==> src/rtl/seg_scan_capture.sv <==
// seg_scan_capture: samples a multiplexed 7-segment scan and rebuilds the displayed 16-bit word.
module seg_scan_capture #(
  parameter int SETTLE_CYCLES  = 4,
  parameter int TIMEOUT_CYCLES = 10000,
  parameter bit SEG_ACTIVE_LOW = 1
) (
  input  logic        clk,
  input  logic        rst,
  input  logic [7:0]  seg_output_single,
  input  logic [3:0]  seg_output_sequence,
  input  logic [3:0]  led_output,
  output logic [15:0] word,
  output logic [3:0]  tag,
  output logic        word_valid,
  output logic        word_changed,
  output logic        digit_err,
  output logic        frame_err
);
  typedef enum logic [1:0] {IDLE, SETTLE, HOLD} state_t;
  state_t      state;
  logic [7:0]  seg_r, sc;
  logic [3:0]  sel_r, led_r, cur_sel, mask, tag_sh;
  logic [15:0] shadow, tcnt;
  logic [6:0]  seg;
  logic [3:0]  sel, nib;
  logic [1:0]  idx;
  logic        sel_ok, nib_ok, sample, dec_ok;
  always_ff @(posedge clk) begin
    if (rst) begin
      seg_r <= '0;
      sel_r <= '0;
      led_r <= '0;
    end else begin
      seg_r <= seg_output_single;
      sel_r <= seg_output_sequence;
      led_r <= led_output;
    end
  end
  assign seg    = SEG_ACTIVE_LOW ? ~seg_r[6:0] : seg_r[6:0];
  assign sel    = SEG_ACTIVE_LOW ? ~sel_r : sel_r;
  assign sel_ok = $onehot(sel);
  assign idx    = sel[3] ? 2'd3 : sel[2] ? 2'd2 : sel[1] ? 2'd1 : 2'd0;
  // the cycle that completes the settle window is itself counted
  assign sample = state == SETTLE && sel_ok && sel == cur_sel &&
                  ({1'b0, sc} + 9'd1 >= 9'(SETTLE_CYCLES));
  assign dec_ok = sample && nib_ok;
  always_comb begin
    nib    = '0;
    nib_ok = 1'b1;
    case (seg)
      7'h3F: nib = 4'h0;
      7'h06: nib = 4'h1;
      7'h5B: nib = 4'h2;
      7'h4F: nib = 4'h3;
      7'h66: nib = 4'h4;
      7'h6D: nib = 4'h5;
      7'h7D: nib = 4'h6;
      7'h07: nib = 4'h7;
      7'h7F: nib = 4'h8;
      7'h6F: nib = 4'h9;
      7'h77: nib = 4'hA;
      7'h7C: nib = 4'hB;
      7'h39: nib = 4'hC;
      7'h5E: nib = 4'hD;
      7'h79: nib = 4'hE;
      7'h71: nib = 4'hF;
      default: nib_ok = 1'b0;
    endcase
  end
  always_ff @(posedge clk) begin
    if (rst) begin
      state   <= IDLE;
      sc      <= '0;
      cur_sel <= '0;
    end else if (!sel_ok) begin
      state <= IDLE;
      sc    <= '0;
    end else if (state == IDLE || sel != cur_sel) begin
      state   <= SETTLE;
      sc      <= 8'd1;
      cur_sel <= sel;
    end else if (state == SETTLE) begin
      state <= sample ? HOLD : SETTLE;
      sc    <= (sc == 8'hFF) ? sc : sc + 8'd1;
    end
  end
  always_ff @(posedge clk) begin
    if (rst) begin
      shadow       <= '0;
      mask         <= '0;
      tcnt         <= '0;
      tag_sh       <= '0;
      word         <= '0;
      tag          <= '0;
      word_valid   <= 1'b0;
      word_changed <= 1'b0;
      digit_err    <= 1'b0;
      frame_err    <= 1'b0;
    end else begin
      word_valid   <= 1'b0;
      word_changed <= 1'b0;
      frame_err    <= 1'b0;
      digit_err    <= sample && !nib_ok;
      if (mask == 4'hF) begin
        word         <= shadow;
        tag          <= tag_sh;
        word_valid   <= 1'b1;
        word_changed <= shadow != word;
        mask         <= '0;
        tcnt         <= '0;
      end else if (dec_ok) begin
        shadow[{idx, 2'b00} +: 4] <= nib;
        mask[idx]                 <= 1'b1;
        tag_sh                    <= led_r;
        tcnt                      <= '0;
      end else if (mask != '0) begin
        if (tcnt >= 16'(TIMEOUT_CYCLES)) begin
          frame_err <= 1'b1;
          mask      <= '0;
          tcnt      <= '0;
        end else begin
          tcnt <= tcnt + 16'd1;
        end
      end
    end
  end
endmodule

==> config.mk <==
export PLATFORM = sky130hd
export DESIGN_NAME = seg_scan_capture
export DESIGN_NICKNAME = d
export VERILOG_FILES = /design/src/rtl/seg_scan_capture.sv
export SDC_FILE = /design/constraint.sdc
export NUM_CORES = 1
export LEC_CHECK = 0
export CAP_MARGIN = 30
export CORE_ASPECT_RATIO = 0.6
export CORE_MARGIN = 10
export CORE_UTILIZATION = 40
export CTS_BUF_LIST = sky130_fd_sc_hd__clkbuf_4
export CTS_CLUSTER_DIAMETER = 100
export DETAILED_ROUTE_END_ITERATION = 6
export PLACE_DENSITY = 0.69
export SLEW_MARGIN = 20
export SYNTH_ARGS = -nofsm -noshare
export SYNTH_HDL_FRONTEND = slang
export SYNTH_SLANG_ARGS = --single-unit
==> constraint.sdc <==
create_clock -name clk -period 5.93 [get_ports clk]
set_clock_uncertainty 0.15 [all_clocks]
set_input_delay 1.4825 -clock clk [delete_from_list [all_inputs] [get_ports clk]]
set_output_delay 1.4825 -clock clk [all_outputs]
set_load 0.03 [all_outputs]
### After elaboration in Yosys (flattened, before gate mapping)

Cells that the tools add are included.

* register bits after elaboration: 93
* input port bits: 18
* output and inout port bits: 24
* word-level logic and storage cells: 107

* add/subtract/negate cells: 7
* magnitude comparators: 4
* equality and inequality tests: 24
* shift operators: 2
* multiplexer cells: 20
* bitwise gates (word level): 7
* reduce and logical (&&, ||, !) cells: 25

Operator list (number)
* 7-bit equality test (second input constant): 12
* 4-bit one-hot mux with 15 select lines: 1
* 16-bit by 1-bit adder with 16-bit output (second input constant): 1
* 16-bit bitwise mux: 1
* 16-bit by 14-bit >= comparator with 1-bit output (second input constant): 1
* 16-bit 2-to-1 mux: 1
* 16-bit != test: 1
* 16-bit OR reduction: 1
* 4-bit by 6-bit variable shift with 16-bit output (first input constant): 1
* 4-bit by 6-bit indexed part select with 16-bit output: 1
* 7-bit by 3-bit equality test with 1-bit output (second input constant): 2
* 7-bit by 6-bit equality test with 1-bit output (second input constant): 2
* 4-bit 2-to-1 mux: 3
* 1-bit 2-to-1 mux: 10
* 2-bit AND reduction: 5
* 8-bit by 1-bit adder with 9-bit output (second input constant): 1
* 9-bit by 3-bit >= comparator with 1-bit output (second input constant): 1
* 8-bit by 1-bit adder with 8-bit output (second input constant): 1
* 8-bit equality test (second input constant): 1
* 7-bit inverter: 1
* 1-bit logical AND: 6
* 2-bit 2-to-1 mux: 3
* 4-bit negator with 6-bit output: 1
* 2-bit nonzero test: 3
* 21 further kinds: 28

### Logic depth before layout (Yosys ltp)

Gate-level depths: netlist (run 1).

* depth after elaboration: 10
* depth in mapped cells: 12
* mapped depth without buffers: 10

### Worst setup path before layout (run 1)

Ideal clock, no wire load.

* kind: flip-flop to flip-flop
* start point: reg sel_r[1]
* end point: reg mask[1]
* library setup time: 0.074 ns
* arrival: 2.698 ns
* data required time: 5.706 ns
* setup slack: 3.008 ns
* stages on the path, launching flop included: 12
* path buffers: 1
* period minus slack after synthesis: 2.922 ns
* path through: dfxtp_1 > fa_1 > inv_1 > ha_1 > ha_1 > nor2_1 > nand2_1 > nor3_4 > o311ai_4 > buf_6 > or4_1 > o21ai_0

* cells in the longest elaborated chain, start to end: 10
* elaborated cells on any way between the ends: 22
* those cells by class: add/sub (2); order compare (2); eq/ne (2); mux (6); bitwise (2); reduce/logical (8)

Ends and longest elaborated chain
* start: declaration: RTL line 22 `logic [3:0] sel_r, led_r, cur_sel, mask, tag_sh;`
* start signal: assignment: RTL line 35 `sel_r <= seg_output_sequence;`
* 4-bit inverter *: RTL line 40 `assign sel = SEG_ACTIVE_LOW ? ~sel_r : sel_r;`
* 1-bit 2-to-1 mux or 1-bit by 1-bit adder with 2-bit output (tied branches): RTL line 42, 41
* 2-bit 2-to-1 mux or 2-bit by 2-bit adder with 3-bit output (tied branches): RTL line 42, 41
* 2-bit 2-to-1 mux or 3-bit by 1-bit equality test with 1-bit output (tied branches): RTL line 42, 41
* 2-bit by 3-bit < comparator with 1-bit output (implied by the code), or another cell as far along: RTL line 113 `mask[idx] <= 1'b1;`
* 1-bit logical AND (on tied branches): RTL line 113, 44
* 1-bit 2-to-1 mux (implied by the code) or 1-bit logical AND (tied branches): RTL line 113, 44
* 1-bit demux with 2-bit select or 1-bit logical AND (tied branches): RTL line 113, 46
* 4-bit OR (no line) or 2-bit nonzero test (tied branches)
* 4-bit 2-to-1 mux or 2-bit AND reduction (tied branches)
* end signal: assignment: RTL line 109 `mask <= '0;`
* end signal: indexed assignment: RTL line 113
* end signal: assignment: RTL line 119 `mask <= '0;`
* end: declaration: RTL line 22

Every way passes the cells marked *; elsewhere a longest branch is shown, timed or not.
A chain may end at the register's enable or synchronous reset.

### Worst setup path after layout (run 1)

* start point: in rst
* end point: reg sc[6]

* cells in the longest elaborated chain, start to end: 1

Ends and longest elaborated chain
* start: declaration: RTL line 8 `input logic rst,`
* 3-bit OR reduction (no line)
* end signal: assignment: RTL line 84 `sc <= (sc == 8'hFF) ? sc : sc + 8'd1;`
* end: declaration: RTL line 21 `logic [7:0] seg_r, sc;`

Every way passes these cells.

==> results of run 1 <==
[worst register-to-register path: cells and delay by family, from the launching register on]
family / cells / cell delay (ps)
AND/OR/NAND/NOR: 4 / 1020
adder cells (fa/ha/maj): 3 / 860
flip-flops: 1 / 590
AO/OA/AOI/OAI: 1 / 300
multiplexers: 1 / 230
buffers and inverters: 1 / 70
[layout make-up]
class                      count  area [µm²]  area share
clock buffer                   9        67.6      0.0140
clock inverter                 7        72.6      0.0150
inverter                       7        26.3     0.00543
multi-input combinational    361        2220       0.458
sequential                    93        1860       0.385
tap                          135         169      0.0349
timing repair buffer          43         427      0.0882
[sequential cells by signal, summed over array words and instances, names as in the netlist]
| signal | flops |
|---|---|
| seg_r | 7 |
| word | 16 |
| sel_r | 4 |
| word_changed | 1 |
| state | 2 |
| shadow | 16 |
| tag | 4 |
| tcnt | 16 |
| word_valid | 1 |
| mask | 4 |
| sc | 8 |
| tag_sh | 4 |
| led_r | 4 |
| cur_sel | 4 |
| digit_err | 1 |
| frame_err | 1 |
[cell families (layout without fill, tap and decap cells)]
logic type	count (synthesis)	in the layout	synth area share
compound gates	71	71	0.106
xor+xnor	35	35	0.0725
fa+ha+maj	7	7	0.0225
buf+inv	35	66	0.0358
flops	93	93	0.440
mux	21	21	0.0497
simple gates	227	227	0.274
[per-layer routing]
layer | GRT usage | up-vias
met5 | 0 | -
met4 | 0.0234 | 0
met3 | 0.0512 | 8
met2 | 0.183 | 98
met1 | 0.158 | 1645
li1 | - | 1726
[through the flow]
step | power (µW) | instance area [µm²]
floorplan | 712 | 4230
global placement | 730 | 4690
detailed placement | 734 | 4700
CTS | 1080 | 4840
global route | 1120 | 4840
finish | 1070 | 4840
[power by group]
part	switching [µW]	internal (µW)	leakage, µW
clock network	221	130	0.0000727
logic	38.1	30.9	0.000837
registers	15.8	636	0.000754
total	275	796	0.00166
[path summary, 6_finish.rpt]
kind	from	to	slack, ps
worst max-delay path	rst	sc[6]	2390
worst min-delay path	led_r[3]	tag_sh[3]	310
worst max register to register	sel_r[3]	shadow[1]	2650
worst min register to register	led_r[3]	tag_sh[3]	310
[layout by cell type (no fill, tap or decap), types with 4 or more instances in the layout]
| master | Yosys | final |
|---|---|---|
| sky130_fd_sc_hd__clkbuf_4 | 0 | 9 |
| sky130_fd_sc_hd__a211oi_1 | 5 | 5 |
| sky130_fd_sc_hd__nor2_1 | 47 | 47 |
| sky130_fd_sc_hd__dfxtp_1 | 93 | 93 |
| sky130_fd_sc_hd__a21oi_1 | 36 | 36 |
| sky130_fd_sc_hd__inv_1 | 7 | 7 |
| sky130_fd_sc_hd__xnor2_1 | 19 | 19 |
| sky130_fd_sc_hd__ha_1 | 6 | 6 |
| sky130_fd_sc_hd__nand3_1 | 12 | 12 |
| sky130_fd_sc_hd__and3_1 | 6 | 6 |
| sky130_fd_sc_hd__o21ai_0 | 11 | 11 |
| sky130_fd_sc_hd__nand4_1 | 16 | 16 |
| sky130_fd_sc_hd__nor4_1 | 5 | 5 |
| sky130_fd_sc_hd__nand2_1 | 88 | 88 |
| sky130_fd_sc_hd__or3_1 | 4 | 4 |
| sky130_fd_sc_hd__clkdlybuf4s50_1 | 0 | 40 |
| sky130_fd_sc_hd__mux2i_1 | 21 | 21 |
| sky130_fd_sc_hd__xor2_1 | 16 | 16 |
| sky130_fd_sc_hd__nor2b_1 | 21 | 21 |
| sky130_fd_sc_hd__nor3_1 | 7 | 7 |
==> run summary, run 1 <==
run status: finished clean
ordered cell list for the critical path: clkdlybuf4s50_1 > buf_4 > inv_1 > nand3_1 > or3_1 > a21oi_1
DRT antenna net count: 0
number of fill cells in the layout: 947
syn nets: 514
maximum number of pins on one net before global-route repair: 47
horizontal die dimension: 153 µm
hold depth: 2
critical path class: in2reg
most instantiated library cell after synthesis: sky130_fd_sc_hd__dfxtp_1
leakage power: 0.00166 µW
count of non-filler cells in the finished layout: 655
CTS root buffer: sky130_fd_sc_hd__clkbuf_4
Avg Inst Size Synth: 8.65 µm²
area fraction of the dominant cell type after synthesis: 0.440
port buffer count: 40
die outline area: 15,200 µm²
number of hold violations in the final report: 0
buffers and inverters on the worst path: 3
placed cell count: 639
global-route wire length before repair: 15,600 µm
number of synthesized register bits: 93
fmax: 0.282 GHz
reported max-cap violation count: 0
count of flip-flops with a built-in enable after synthesis: 0
post-route worst hold slack: 313 ps
DRT Wirelength: 9310 µm
class of the worst hold path: reg2reg
Crit path max-delay family: buffers and inverters
Slew Limit Fails: 0
Critical Path Source Type: input port
met3 layer wire length in the routed design: 584 µm
DRT iter0 DRCs: 274
share of flip-flops with an asynchronous set or reset: 0
post-place setup slack: 1940 ps
number of antenna violations at the first check in global routing: 0
layout overhead on the synthesized area: 14.4%
CTS HTree Levels: 3
I/O pins: 42
clock-pin slew on the worst setup and hold paths: 140 ps
setup bufs post-CTS: 0
detailed-routing iteration count for the pre-antenna-repair pass: 7
unrepaired setup endpoints after global routing: no
max incr delay on CP: 700 ps
final cycle utilization of the critical path: 0.597
overall via count from detail_route: 3,477
final antenna diode count: 0
number of core rows: 28
Cell variety after synth: 52
via count of the first global-routing pass: 3,283
maximum net fanout on the critical path: 46
number of gates resized after cts: 0
commonest register cell after synthesis: sky130_fd_sc_hd__dfxtp_1
sequential cell area fraction in the yosys report: 0.440
Final Critical Period: 3540 ps
Critical-path top delay cell: sky130_fd_sc_hd__inv_1
clock latency on the worst-skew pair: 460 ps
Setup violations, final: 0
CTS hold repair buffers: 0
estimated wirelength of the detail-placed design: 6790 µm
final RePlAce weighted congestion: 0.869
power density over cell area: 221 nW/µm²
worst slew pin tran: 866 ps
wire per inst: 14.2 µm
detailed-routed wire length on met2: 4080 µm
total track usage: 0.121
setup TNS: 0 ps
cell type with the largest total area after synthesis: sky130_fd_sc_hd__dfxtp_1
depth of the worst register-to-register path: 10
starting density of the core: 0.419
clock tree from TritonCTS: built
fraction of final layout cells with drive strength greater than 1: 0.0558
Setup crit end kind: flip-flop
Total Nets Final: 540
via density per instance: 5.31
remaining global-route overflow: 0
Post-synth top cells: sky130_fd_sc_hd__dfxtp_1, sky130_fd_sc_hd__nand2_1, sky130_fd_sc_hd__nor2_1, sky130_fd_sc_hd__a21oi_1
combined area of all synthesized cells: 4230 µm²
Metal-1 WL: 4590 µm
number of warnings reported in the yosys synthesis log: 0
maximum number of buffers from clock root to sink: 2
share of the core filled with cells: 0.480
top routing layer used: met4
Peak supply drop: 0.126 mV
total clock buffers created by CTS: 9
largest cells by area after synthesis: sky130_fd_sc_hd__dfxtp_1, sky130_fd_sc_hd__nand2_1, sky130_fd_sc_hd__mux2i_1
Slew HR: 0.422
worst-case setup margin in the final layout: 2390 ps
height of the die: 99.6 µm
required time worst endpoint: 6170 ps
Core Region: 10,100 µm²
DRC errors left: 0
total number of clock tree sinks: 93
stages on the worst setup path: 6
Cells after Synth: 489
data arrival time of the worst path: 3780 ps
No activity file was read; power rests on OpenSTA's default activity.
==> inputs of run 2 (changes only) <==
==> constraint.sdc (replaced) <==
create_clock -name clk -period 3.7 [get_ports clk]
set_clock_uncertainty 0.15 [all_clocks]
set_input_delay 0.925 -clock clk [delete_from_list [all_inputs] [get_ports clk]]
set_output_delay 0.925 -clock clk [all_outputs]
set_load 0.03 [all_outputs]
==> run 2 against run 1 <==
Effect of this change: critical path depth grew 4; setup slack lost 1900 ps; die area is the same; clock-buffer cell count grew 1; flip-flop and latch count is the same; utilization grew 0.087 points; sequential share of layout area shrank 0.070 points; sequential power grew 60%; largest power group unchanged.
==> run summary, run 2 (synthesis gave the netlist of run 1 again) <==
reported max-cap violation count: 0 (unchanged)
leakage power: 0.00167 µW (+0.33%)
total non-filler cell area in the finished layout: 4850 µm² (+0.18%)
horizontal die dimension: 153 µm (unchanged)
CTS root buffer: sky130_fd_sc_hd__clkbuf_4
via count of the first global-routing pass: 3,258 (-0.76%)
global-route wire length before repair: 15,900 µm (+1.8%)
cell occurring most often along the worst timing path: sky130_fd_sc_hd__ha_1
final cycle utilization of the critical path: 0.874
setup TNS: 0 ps (unchanged)
maximum net fanout on the critical path: 14 (-70%)
ordered cell list for the critical path: fa_1 > inv_1 > ha_1 > ha_1 > nor2_1 > nand2_1 > nor3_4 > o311ai_4 > nor4b_4 > mux2i_1
Critical Path Source Type: flip-flop
run status: finished clean
worst flop-to-flop path startpoint: sel_r[3]
Psw: 433 µW (+58%)
combinational share of power: 0.066 (+0.002)
wire per inst: 14.3 µm (+0.94%)
port buffer count: 40 (unchanged)
I/O pins: 42 (unchanged)
number of antenna violations at the first check in global routing: 0 (unchanged)
final antenna diode count: 0 (unchanged)
Core Region: 10,100 µm² (unchanged)
layout overhead on the synthesized area: 14.6%
Clock Power Share: 0.325 (-0.002)
max incr delay on CP: 570 ps (-130 ps)
Total Nets Final: 542 (+0.37%)
CTS hold repair buffers: 0 (unchanged)
data arrival time of the worst path: 3460 ps (-320 ps)
remaining global-route overflow: 0 (unchanged)
Setup crit end kind: flip-flop
detailed-routing iteration count for the pre-antenna-repair pass: 5 (-2)
fraction of final layout cells with drive strength greater than 1: 0.0575 (+0.00170)
Setup violations, final: 0 (unchanged)
maximum number of buffers from clock root to sink: 2 (unchanged)
number of gates resized after cts: 0 (unchanged)
worst-case setup margin in the final layout: 466 ps (-1920 ps)
height of the die: 99.6 µm (unchanged)
internal cell power: 1280 µW (+61%)
estimated wirelength of the detail-placed design: 6850 µm (+0.81%)
DRT Wirelength: 9430 µm (+1.2%)
worst slew pin tran: 806 ps (-59.9 ps)
clock-pin slew on the worst setup and hold paths: 140 ps (about the same)
CTS HTree Levels: 3 (unchanged)
Critical Path End: shadow[2]
total track usage: 0.124 (+0.00312)
critical path class: reg2reg
total clock buffers created by CTS: 9 (unchanged)
starting density of the core: 0.419 (unchanged)
Crit path max-delay family: simple AND/OR/NAND/NOR gates
setup bufs post-CTS: 0 (unchanged)
clock tree from TritonCTS: built
fmax: 0.309 GHz
DRC errors left: 0 (unchanged)
final RePlAce weighted congestion: 0.863 (-0.68%)
leading cell type in the layout, fill and taps excluded: sky130_fd_sc_hd__dfxtp_1
Worst Setup SP: sel_r[3]
largest registers in the final layout: shadow x16, tcnt x16, word x16
DRT iter0 DRCs: 309 (+13%)
buffers and inverters on the worst path: 1 (-2)
required time worst endpoint: 3930 ps (-2240 ps)
die outline area: 15,200 µm² (unchanged)
Final Critical Period: 3230 ps
power density over cell area: 354 nW/µm² (+60%)
depth of the worst register-to-register path: 10 (unchanged)
post-place setup slack: 493 ps (-1450 ps)
endpoint of the worst-slack reg-to-reg timing path: shadow[2]
overall via count from detail_route: 3,456 (-0.60%)
Peak supply drop: 0.176 mV (+40%)
commonest cells after routing, fill and taps aside: sky130_fd_sc_hd__dfxtp_1, sky130_fd_sc_hd__nand2_1, sky130_fd_sc_hd__nor2_1
Sw Share: 0.253 (-0.00405)
class of the worst hold path: reg2reg
number of fill cells in the layout: 958 (+1.2%)
sequential power share: 0.609 (about the same)
DRT antenna net count: 0 (unchanged)
Slew Limit Fails: 0 (unchanged)
maximum number of pins on one net before global-route repair: 29 (-38%)
setup slack of the worst register-to-register path: 470 ps (-2180 ps)
Pwr Total: 1720 µW (+60%)
clock latency on the worst-skew pair: 460 ps (about the same)
Slew HR: 0.462 (+0.0393)
number of hold violations in the final report: 0 (unchanged)
stages on the worst setup path: 10 (+4)
via density per instance: 5.26 (-0.91%)
number of core rows: 28 (unchanged)
total cell area at the placement stage: 4710 µm² (+0.24%)
Critical-path top delay cell: sky130_fd_sc_hd__dfxtp_1
total number of clock tree sinks: 93 (unchanged)
unrepaired setup endpoints after global routing: no
run 2: changes by cell type in the layout (fill, tap and decap cells not counted), sizes merged:
cell    previous run  this run
buf                3         5
inv                9         8
clkbuf             9        10
run 2: metrics by stage:
stage / hold slack, ps / instances / utilization
floorplan: 273 / 489 / -
global placement: 285 / 641 / 0.467
detailed placement: 299 / 641 / 0.467
CTS: 319 / 657 / 0.481
global route: 329 / 657 / 0.481
finish: 316 / 657 / 0.481
run 2: layout make-up:
cell class	count	area, µm²	share of cell area
Clock buffer	10	75.1	0.0155
Inverter	7	26.3	0.00542
Timing Repair Buffer	45	438	0.0903
Sequential cell	93	1860	0.384
Tap cell	135	169	0.0348
Multi-Input combinational cell	361	2220	0.457
Clock inverter	6	62.6	0.0129
run 2: worst min-delay path by stage:
stage	endpoint	slack, ps	startpoint	cells after the start
CTS	tag_sh[2]	320	led_r[2]	2
global placement	tag_sh[3]	290	led_r[3]	2
finish	tag_sh[2]	320	led_r[2]	2
floorplan	tag_sh[0]	270	led_r[0]	2
detailed placement	tag_sh[2]	300	led_r[2]	2
global route	tag_sh[3]	330	led_r[3]	2
run 2: tightest hold or removal path, delay by kind of cell, from the launching register on:
family,cells,cell delay (ps)
flip-flops,1,330
AND/OR/NAND/NOR,1,50
multiplexers,1,60
run 2: metal layers:
metal / up-vias / GRT usage / wire length, µm
met3: 8 / 0.0452 / 559
met5: - / 0 / 0
met1: 1631 / 0.161 / 4630
met2: 85 / 0.191 / 4150
li1: 1732 / - / -
met4: 0 / 0.0328 / 83
run 2: power groups by stage:
stage / Combinational [µW] / Clock, µW / Sequential (µW)
floorplan: 90.4 / 0 / 1050
global placement: 109 / 0 / 1060
detailed placement: 113 / 0 / 1070
CTS: 113 / 576 / 1040
global route: 129 / 614 / 1050
finish: 113 / 558 / 1040
